File: src/rtl/hazard_pkg.sv
// hazard_pkg: shared types and constants for the pipeline hazard controller.
package hazard_pkg;
   typedef enum logic [0:0] {RUN, MEM_WAIT} state_t;
   localparam int REG_W = 5;
   localparam logic [REG_W-1:0] X0 = 5'd0;
endpackage

File: src/rtl/pipeline_hazard_ctrl_load_use_detect.sv
// load_use_detect: flags an IF/ID source register that matches a pending load destination.
module load_use_detect
   import hazard_pkg::*;
(
   input  logic [REG_W-1:0] rs1,
   input  logic [REG_W-1:0] rs2,
   input  logic             use_rs1,
   input  logic             use_rs2,
   input  logic             memread,
   input  logic [REG_W-1:0] rd,
   output logic             hazard
);
   assign hazard = memread && rd != X0 && ((use_rs1 && rs1 == rd) || (use_rs2 && rs2 == rd));
endmodule

File: src/rtl/pipeline_hazard_ctrl.sv
// pipeline_hazard_ctrl: stall/flush sequencer for a 5-stage pipeline with memory-wait watchdog.
// Optional perf counters are built when HAZ_PERF_CNT_EN is defined.
module pipeline_hazard_ctrl
   import hazard_pkg::*;
#(
   parameter int MEM_TIMEOUT = 16,
   parameter int CNT_W       = 32
) (
   input  logic             clk,
   input  logic             reset,
   input  logic [REG_W-1:0] id_rs1,
   input  logic [REG_W-1:0] id_rs2,
   input  logic             id_use_rs1,
   input  logic             id_use_rs2,
   input  logic             id_ex_memread,
   input  logic [REG_W-1:0] id_ex_rd,
   input  logic             ex_mem_branch,
   input  logic             ex_mem_zero,
   input  logic             ex_mem_memread,
   input  logic             ex_mem_memwrite,
   input  logic             mem_ready,
   output logic             pc_write,
   output logic             pc_src_branch,
   output logic             if_id_write,
   output logic             if_id_flush,
   output logic             id_ex_write,
   output logic             id_ex_bubble,
   output logic             ex_mem_write,
   output logic             ex_mem_flush,
   output logic             mem_wb_bubble,
   output logic             mem_err,
   output logic [CNT_W-1:0] stall_cycles,
   output logic [CNT_W-1:0] flush_events
);
   localparam logic [7:0] TMO = 8'(MEM_TIMEOUT);
   state_t     state, state_n;
   logic [7:0] wait_cnt, wait_n;
   logic       mem_op, taken, stall, br, lu_raw, lu, lu_hold, err_set;
   load_use_detect u_lud (
      .rs1     (id_rs1),
      .rs2     (id_rs2),
      .use_rs1 (id_use_rs1),
      .use_rs2 (id_use_rs2),
      .memread (id_ex_memread),
      .rd      (id_ex_rd),
      .hazard  (lu_raw)
   );
   assign mem_op = ex_mem_memread | ex_mem_memwrite;
   assign taken  = ex_mem_branch && ex_mem_zero;
   assign stall  = state == MEM_WAIT || (mem_op && !mem_ready);
   assign br     = !stall && taken;
   // lu_hold masks the cycle after a bubble so a held hazard yields a single bubble
   assign lu     = !stall && !taken && lu_raw && !lu_hold;
   assign pc_write      = !reset && !stall && !lu;
   assign pc_src_branch = !reset && br;
   assign if_id_write   = !reset && !stall && !lu;
   assign if_id_flush   = reset || br;
   assign id_ex_write   = !reset && !stall;
   assign id_ex_bubble  = reset || br || lu;
   assign ex_mem_write  = !reset && !stall;
   assign ex_mem_flush  = reset || br;
   assign mem_wb_bubble = reset || stall;
   always_comb begin
      state_n = state;
      wait_n  = wait_cnt;
      err_set = 1'b0;
      if (state == RUN) begin
         if (mem_op && !mem_ready) begin
            state_n = MEM_WAIT;
            wait_n  = 8'd1;
         end
      end else if (mem_ready || wait_cnt >= TMO) begin
         state_n = RUN;
         wait_n  = '0;
         err_set = !mem_ready;
      end else begin
         wait_n  = wait_cnt == 8'hff ? wait_cnt : wait_cnt + 8'd1;
      end
   end
   always_ff @(posedge clk) begin
      if (reset) begin
         state    <= RUN;
         wait_cnt <= '0;
         mem_err  <= 1'b0;
         lu_hold  <= 1'b0;
      end else begin
         state    <= state_n;
         wait_cnt <= wait_n;
         mem_err  <= mem_err | err_set;
         lu_hold  <= lu;
      end
   end
`ifdef HAZ_PERF_CNT_EN
   localparam logic [CNT_W-1:0] ONE = CNT_W'(1);
   logic [CNT_W-1:0] stall_q, flush_q;
   always_ff @(posedge clk) begin
      if (reset) begin
         stall_q <= '0;
         flush_q <= '0;
      end else begin
         if (!pc_write && stall_q != '1) stall_q <= stall_q + ONE;
         if (pc_src_branch && flush_q != '1) flush_q <= flush_q + ONE;
      end
   end
   assign stall_cycles = stall_q;
   assign flush_events = flush_q;
`else
   assign stall_cycles = '0;
   assign flush_events = '0;
`endif
endmodule

File: config.mk
export PLATFORM = sky130hd
export DESIGN_NAME = pipeline_hazard_ctrl
export DESIGN_NICKNAME = d
export VERILOG_FILES = /design/src/rtl/hazard_pkg.sv /design/src/rtl/pipeline_hazard_ctrl_load_use_detect.sv /design/src/rtl/pipeline_hazard_ctrl.sv
export SDC_FILE = /design/constraint.sdc
export NUM_CORES = 1
export LEC_CHECK = 0
export ABC_CLOCK_PERIOD_IN_PS = 4500
export CAP_MARGIN = 40
export CORE_MARGIN = 2
export CORE_UTILIZATION = 35
export CTS_CLUSTER_DIAMETER = 120
export DETAILED_ROUTE_END_ITERATION = 8
export PLACE_DENSITY = 0.87
export SLEW_MARGIN = 10
export SYNTH_ARGS = -nofsm -noshare
export SYNTH_HDL_FRONTEND = slang
export SYNTH_SLANG_ARGS = --single-unit
File: constraint.sdc
create_clock -name clk -period 4.5 [get_ports clk]
set_input_delay 1.35 -clock clk [delete_from_list [all_inputs] [get_ports clk]]
set_output_delay 1.35 -clock clk [all_outputs]
set_load 0.05 [all_outputs]
==> results.md, run 1 <==
- The run finished with clean final reports.
- Of the total power, combinational logic draws 55.6%.
- The upper clock frequency limit is ~230 MHz.
- The pre-CTS setup slack is ~0.13 ns.
- The final route contains a little over 800 vias.
- The final wirelength is approximately 2100 um.
- The total iterations of the first detailed-routing run is 4.
- The estimated wirelength of the detail-placed design is 1860 um.
- For this run, design rule violations remaining after detail routing come to 0.
- The TritonCTS clock tree is done.
- The final-report max-slew violation count is 0.
- The slack of the worst reg-to-reg path is 2.90 ns.
- The type of destination of the critical path is a primary output.
- In this run the static leakage power is 0.6522 nW.
- The endpoint arrival time on the critical path is 3.01 ns.
- No sink is reached through more buffers than the 2 on the longest clock path.
- The endpoint required time on the critical path is 3.15 ns.
- 0 antenna diodes ended up in the layout.
- The global routing usage summed across all routing layers is 11.19%.
- Fill cells in the final layout number about 300.
- Cell internal power was estimated by the tool at 0.1822 mW.
- The register area share after synthesis is 18.99%.
- For this block, the initial DRC count from the detailed router was 21.
- The startpoint of the most critical hold path is wait_cnt[7].
- The number of instances on the worst hold path is 1.
- The path with the worst hold slack has its endpoint at wait_cnt[7].
- The final cell area excluding filler cells is 0.001391 mm^2.
- The layout cell share with drive strength beyond 1 is 12.92%.
- For the final routed database, the setup TNS stands at 0 ns.
- The deepest level of the CTS H-tree is 1.
- Leaving out fill and tap cells, the most frequent cell in the layout is conb_1.
- The largest stage delay on the critical path is 0.47 ns.
- From synthesis to final layout, the design area changed by 19.96%.
- Entering global routing, the biggest net connects 10 pins.
- The library cells used most frequently in the layout, excluding fill and tap cells, are conb_1 (64), clkdlybuf4s50_1 (25), dfxtp_1 (11).
- The netlist uses 34 different library cells.
- In this run the critical register-to-register path is captured at wait_cnt[4].
- The number of synthesized register bits is 11.
- Buffers inserted during clock tree synthesis total 3.
- The total power divided by cell area is 275.6 mW/mm^2.
- For this design the top-level I/O count stands at 99.
- On the critical path, the stage with the largest delay is an instance of clkdlybuf4s50_1.
- The clock net sink count is 11.
- Traced cell by cell, the critical path runs through clkdlybuf4s50_1 > o21ba_2 > or2_2 > nor3_1 > a21o_1 > buf_12.
- The global placement routability congestion is around 0.76.
- The worst supply voltage drop on vdd is ~0.00016 V.
- The number of instances in the synthesized netlist is 142.
- The worst setup path is of the input port to primary output kind.
- The first global-routing pass estimated 3091 um of wire.
- The clock root buffer master is clkbuf_4.
- The count of antenna-violating nets left after detailed routing is 0.
- The number of cells on the worst reg-to-reg path is 4.
- The number of core rows is 20.
- After the flow finishes, the layout carries non-filler instances totaling 222.
- The largest fanout of any net on the critical path is 5.
- The number of max-capacitance violations reported is 0.
- After detailed placement, the design holds a cell count of 218.
- The mean cell area of the mapped netlist is 8.168 um^2.
- The analysis attributes to net switching a power of ~0.2 mW.
- In this run the cell area measured after placement is around 0.0014 mm^2.
- The number of antenna violations at the first check in global routing is 0.
- The net switching fraction of the power is 52.48%.
- The setup-violating endpoint count in the final report is 0.
- The completed layout was analyzed and its total power is 0.3834 mW.
- The average via count per standard cell is between 3 and 4.
- The die covers 0.003790 mm^2.
- Clock latency on the worst-skew pair, taken at its later pin, is 0.27 ns.
- The startpoint of the worst register-to-register path is wait_cnt[4].
- The number of global-route vias before repair was 682.
- The number of hold-slack violations in the final timing report is 0.
- The routed length per placed instance is 9.410 um.
- The initial core utilization is 37.38%.
- The number of buffers inserted to repair setup after CTS is 0.
- In this run, post-CTS hold repair placed 0 buffers.
- Between clock sinks in the finished design, the worst skew comes to about 0.0077 ns.
- The worst pin sits at a relative slew slack of roughly two thirds.
- The path class of the tightest hold or removal check is flop to flop.
- After the last flow step, the layout net total stands at 206.
- The Yosys warning count is 0.
- The post-route minimum period is between 4 and 5 ns.
- Once routing completed, OpenROAD measured the worst setup slack at 0.1420 ns.
- The share of total power dissipated in sequential elements is 26.6%.
- Gates resized during post-CTS repair numbered 0.
- The post-route fraction of the period consumed by the critical path is between 90 and 100%.
- After clock tree synthesis, the clock-pin slew on the worst setup and hold paths is roughly 0.080 ns.
- Setup repair after global routing left no endpoint under its margin.
- The residual overflow from global routing is 0.
- The floorplan step set the die width to 61.57 um.
- The mapped cell area is 0.001160 mm^2.
- The kind of start point of the critical path is an input port.
- For the pin with the worst max-slew slack, the measured transition is 0.4982 ns.
- The die height is 61.57 um.
- Of the total power, the clock network draws between 15 and 20%.
- In this run the standard cell core region covers 0.003103 mm^2.
- The port buffer count is 34.
==> through the flow <==
stage / util [%] / hold WS, ns
global route: 44.84 / 0.5076
CTS: 44.84 / 0.4867
floorplan: - / 0.4309
detailed placement: 43.95 / 0.4599
finish: 44.84 / 0.4804
global placement: 43.95 / 0.4504
==> how the worst max path moves through the flow <==
stage                          startpoint            to  slack [ns]  cells after the start
final                           mem_ready  id_ex_bubble        0.14                      6
after detailed placement        mem_ready  id_ex_bubble        0.13                      6
after global placement    ex_mem_memwrite  id_ex_bubble        0.15                      6
after floorplan           ex_mem_memwrite  id_ex_bubble        0.01                      4
after CTS                 ex_mem_memwrite  id_ex_bubble        0.13                      6
after global routing      ex_mem_memwrite  id_ex_bubble        0.03                      6
==> routing by layer <==
metal  up-vias  global-route usage (%)  part of all wire (%)
li1        410                       -                     -
met1       365                   13.64                    39
met2        46                   19.40                    51
met3         2                   2.521                   9.2
met4         0                   3.647                   1.1
met5         -                       0                     0
==> final cells by class <==
type	count	area, um^2	area share (%)
Multi-Input combinational cell	122	658.1	47.30
Timing Repair Buffer	37	415.4	29.86
Sequential cell	11	220.2	15.83
Tap cell	44	55.05	3.957
Clock buffer	3	22.52	1.619
Inverter	4	15.01	1.079
Clock inverter	1	5.005	0.3597
==> cells in the mapped netlist <==
master | instances | area (um^2)
o22ai_1 | 1 | 6.260
and3b_1 | 1 | 8.760
nor3b_4 | 1 | 18.77
ha_1 | 2 | 25.02
nand4_1 | 2 | 12.51
or4_4 | 1 | 11.26
or3_1 | 1 | 6.260
nor2b_1 | 1 | 6.260
o21bai_1 | 1 | 7.510
a41oi_1 | 2 | 17.52
xor2_1 | 2 | 17.52
inv_1 | 4 | 15.01
xnor2_1 | 10 | 87.58
clkbuf_1 | 1 | 3.750
a311oi_2 | 1 | 15.01
o21ba_2 | 1 | 10.01
nor2_1 | 10 | 37.54
or4_1 | 1 | 7.510
a22oi_1 | 1 | 7.510
o21ai_0 | 2 | 10.01
nand3b_1 | 1 | 7.510
nor3_1 | 2 | 10.01
o21bai_2 | 1 | 11.26
a221oi_1 | 1 | 8.760
dfxtp_1 | 11 | 220.2
and2_1 | 1 | 6.260
and3_1 | 2 | 12.51
a21oi_1 | 2 | 10.01
conb_1 | 1 | 3.750
buf_4 | 67 | 503.0
a21o_1 | 1 | 7.510
or2_2 | 1 | 6.260
nand2_1 | 4 | 15.01
a31oi_1 | 1 | 6.260
==> power by group through the flow <==
stage	combinational [mW]	clock (mW)	sequential [mW]
after floorplan	0.208	0	0.103
after global placement	0.211	0	0.104
after detailed placement	0.212	0	0.104
after CTS	0.213	0.0715	0.102
after global routing	0.223	0.0761	0.102
final	0.213	0.0684	0.102
==> registers in the layout (all words and copies together), names as in the netlist <==
signal    flops
wait_cnt      8
lu_hold       1
mem_err       1
state         1
==> logic make-up after synthesis <==
group,share of synthesized area (%)
AND/OR/NAND/NOR,14.35
XOR/XNOR,9.061
buffers and inverters,44.98
flip-flops,18.99
AO/OA/AOI/OAI,10.14
other,0.3233
adder cells (fa/ha/maj),2.157
==> critical path, delay by kind of cell <==
family	cells	cell delay (ns)
AO/OA/AOI/OAI	2	0.38
buffers and inverters	2	0.61
AND/OR/NAND/NOR	2	0.66
(Power assumes the default switching activity.)
==> inputs of run 2 (changes only) <==
--- a/config.mk
+++ b/config.mk
@@ -12,6 +12,7 @@
 export CTS_CLUSTER_DIAMETER = 120
 export DETAILED_ROUTE_END_ITERATION = 8
 export PLACE_DENSITY = 0.87
+export SETUP_SLACK_MARGIN = 0.3
 export SLEW_MARGIN = 10
 export SYNTH_ARGS = -nofsm -noshare
 export SYNTH_HDL_FRONTEND = slang
==> run 2 against run 1 <==
Compared with the run above: sequential cell count unchanged; count of clock-buffer cells in the layout up 1; register-to-register slack worse by 0.02 ns; sequential share of layout area down 0.36 points; clock power up 2%.
==> results.md, run 2 (synthesis gave the netlist of run 1 again) <==
- For this design the top-level I/O count stands at 99.
- In this run the core area contains 20 standard-cell rows.
- For this design the ratio of total power to cell area is 272.6 mW/mm^2.
- The average via count per standard cell is a little under 4.
- The number of buffers inserted to repair setup after CTS is 0.
- The worst supply voltage drop on vdd is 0.0001629 V.
- The register with the most flip-flops in the layout has 8 of them.
- The total leakage power is 0.6624 nW.
- The wire length of the first global-routing pass is 3063 um.
- The largest fanout of any net on the critical path is 3.
- The most frequent standard cell in the layout excluding fill and tap cells is conb_1.
- At the worst endpoint, the required time is 3.15 ns.
- Of the cells placed in the final design, the portion with a size suffix greater than 1 is 15.17%.
- The number of CTS-inserted buffers is 3.
- The number of global-route vias before repair is 675.
- In the layout the commonest cells are conb_1 (64), clkdlybuf4s50_1 (21), dfxtp_1 (11).
- The number of non-filler instances in the completed layout is about 220.
- The register bank with the most flops is wait_cnt.
- The routed length per placed instance is 9.495 um.
- After clock tree synthesis, the clock-pin slew on the worst setup and hold paths is 0.07 ns.
- Relative to the synthesized area, the layout overhead comes to 22.76%.
- The tool flagged a number of max-cap violations equal to 0.
- The tightest min-delay check is of the flop to flop type.
- The worst pin sits at a relative slew slack of 66.39%.
- The clock net sink count is 11.
- The post-route minimum period is 4.158 ns.
- The slew at the pin with the worst max-slew slack is 0.5026 ns.
- The number of hold-slack violations in the final timing report is 0.
- At the end of the flow, the number of nets in the layout was 206.
- After detailed routing, the number of remaining DRC violations is 0.
- The aggregate negative setup slack is 0 ns.
- The floorplan step defined a die boundary enclosing 0.003790 mm^2.
- Entering global routing, the biggest net connects 10 pins.
- The floorplan step set the die height to 61.57 um.
- The endpoint arrival time on the critical path is 2.81 ns.
- The first element of the critical path is id_ex_rd[1].
- STA classifies the critical path endpoint as a primary output.
- The initial core utilization is between 30 and 40%.
- The multi-input gate area in the final layout is 689.4 um^2.
- Setup repair after global routing left no endpoint under its margin.
- The via count is 853.
- Counting tap cells, the placed design contains a total of 218 instances.
- The antenna diode instance count is 0.
- The clock root buffer master is clkbuf_4.
- Routability-driven placement finished with a final weighted congestion of 0.7769.
- The final-report max-slew violation count is 0.
- STA classifies the critical path startpoint as an input port.
- In this run the horizontal extent of the chip is 61.57 um.
- The startpoint of the worst register-to-register path is wait_cnt[4].
- Setup violations remaining at the end of the flow were counted as 0.
- The first detailed-routing pass ran for 4 iterations.
- After the first detailed-routing iteration, the DRC count stood at 11.
- The core region is 0.003103 mm^2.
- No sink is reached through more buffers than the 2 on the longest clock path.
- Hold repair after CTS inserted 0 buffers.
- In this run the remaining antenna-violating nets after routing total 0.
- The total area of sequential cells is 220.2 um^2.
- The final wirelength is around 2100 um.
- Static timing analysis puts the maximum clock frequency at ~240 MHz.
- For the final database, setup skew stands at roughly 0.0013 ns.
- The worst hold slack is around 0.47 ns.
- TritonCTS built the clock tree.
- The number of antenna violations at the first check in global routing is 0.
- The port buffer count is 34.
- The post-route fraction of the period consumed by the critical path is between 90% and 100%.
- CTS built an H-tree with a depth of 1.
- Summed over all layers, the global routing overflow is 0.
- The startpoint of the most critical hold path is wait_cnt[7].
- Fill cells in the final layout number 308.
- The type of the worst setup path is input port to primary output.
- Global routing consumed, over all layers together, between 10% and 20% of the routing resources.
- The estimated wirelength of the detail-placed design is 1823 um.
- The run finished with clean final reports.
- The later pin in the worst-skew pair is clocked with a latency of between 0.2 and 0.3 ns.
-- run 2: cell types whose count changed in the layout (fill, tap and decap cells not counted), sizes merged --
cell | previous run | this run
clkdlybuf4s50 | 25 | 21
dlygate4sd2 | 0 | 4
clkbuf | 3 | 4
clkinv | 1 | 0
-- run 2: final timing paths --
path                                      to  slack (ns)  cells after the start
worst min-delay path             wait_cnt[7]        0.47                      1
worst min register to register   wait_cnt[7]        0.47                      1
worst max-delay path            id_ex_bubble        0.34                      6
worst max register to register   wait_cnt[4]        2.88                      4
-- run 2: report_power, final --
part | internal [mW] | switching, mW | total, mW
logic | 0.0515 | 0.165 | 0.216
registers | 0.0992 | 0.00273 | 0.102
clock network | 0.0343 | 0.0355 | 0.0699
total | 0.185 | 0.203 | 0.388
-- run 2: layer usage --
layer | part of all wire (%) | wire length (um) | up-vias | track usage, %
met5 | 0 | 0 | - | 0
met4 | 1.7 | 36 | 0 | 5.167
met3 | 7.2 | 152 | 4 | 2.311
met2 | 51 | 1068 | 47 | 18.35
met1 | 40 | 850 | 393 | 13.91
li1 | - | - | 409 | -
-- run 2: worst max-delay path, cell delays in order --
cell and delay (ns):
clkdlybuf4s50_1 0.55, xnor2_1 0.15, nand4_1 0.14, o22ai_2 0.26, a21o_1 0.20, buf_12 0.14
-- run 2: stage by stage --
| stage | utilization (%) | instance area, um^2 | worst slack [ns] | power, mW |
|---|---|---|---|---|
| 2_1_floorplan | - | 1405 | 0.1642 | 0.3117 |
| 3_3_place_gp | 44.07 | 1368 | 0.1632 | 0.3147 |
| 3_5_place_dp | 44.07 | 1368 | 0.1087 | 0.3161 |
| 4_1_cts | 45.69 | 1418 | 0.2954 | 0.3868 |
| 5_1_grt | 45.89 | 1424 | 0.3046 | 0.4053 |
| 6_report | 45.89 | 1424 | 0.3424 | 0.3881 |
-- run 2: repair_timing --
| item | 4_1_cts | 5_1_grt |
|---|---|---|
| setup endpoints to repair | 3 | 3 |
| pin swaps | 3 | 2 |
| gates resized for setup | 11 | 1 |
-- run 2: area by class of cell --
class,instances,area share (%)
clock buffer,4,1.845
tap,44,3.866
multi-input combinational,122,48.42
inverter,4,1.054
sequential,11,15.47
timing repair buffer,37,29.35
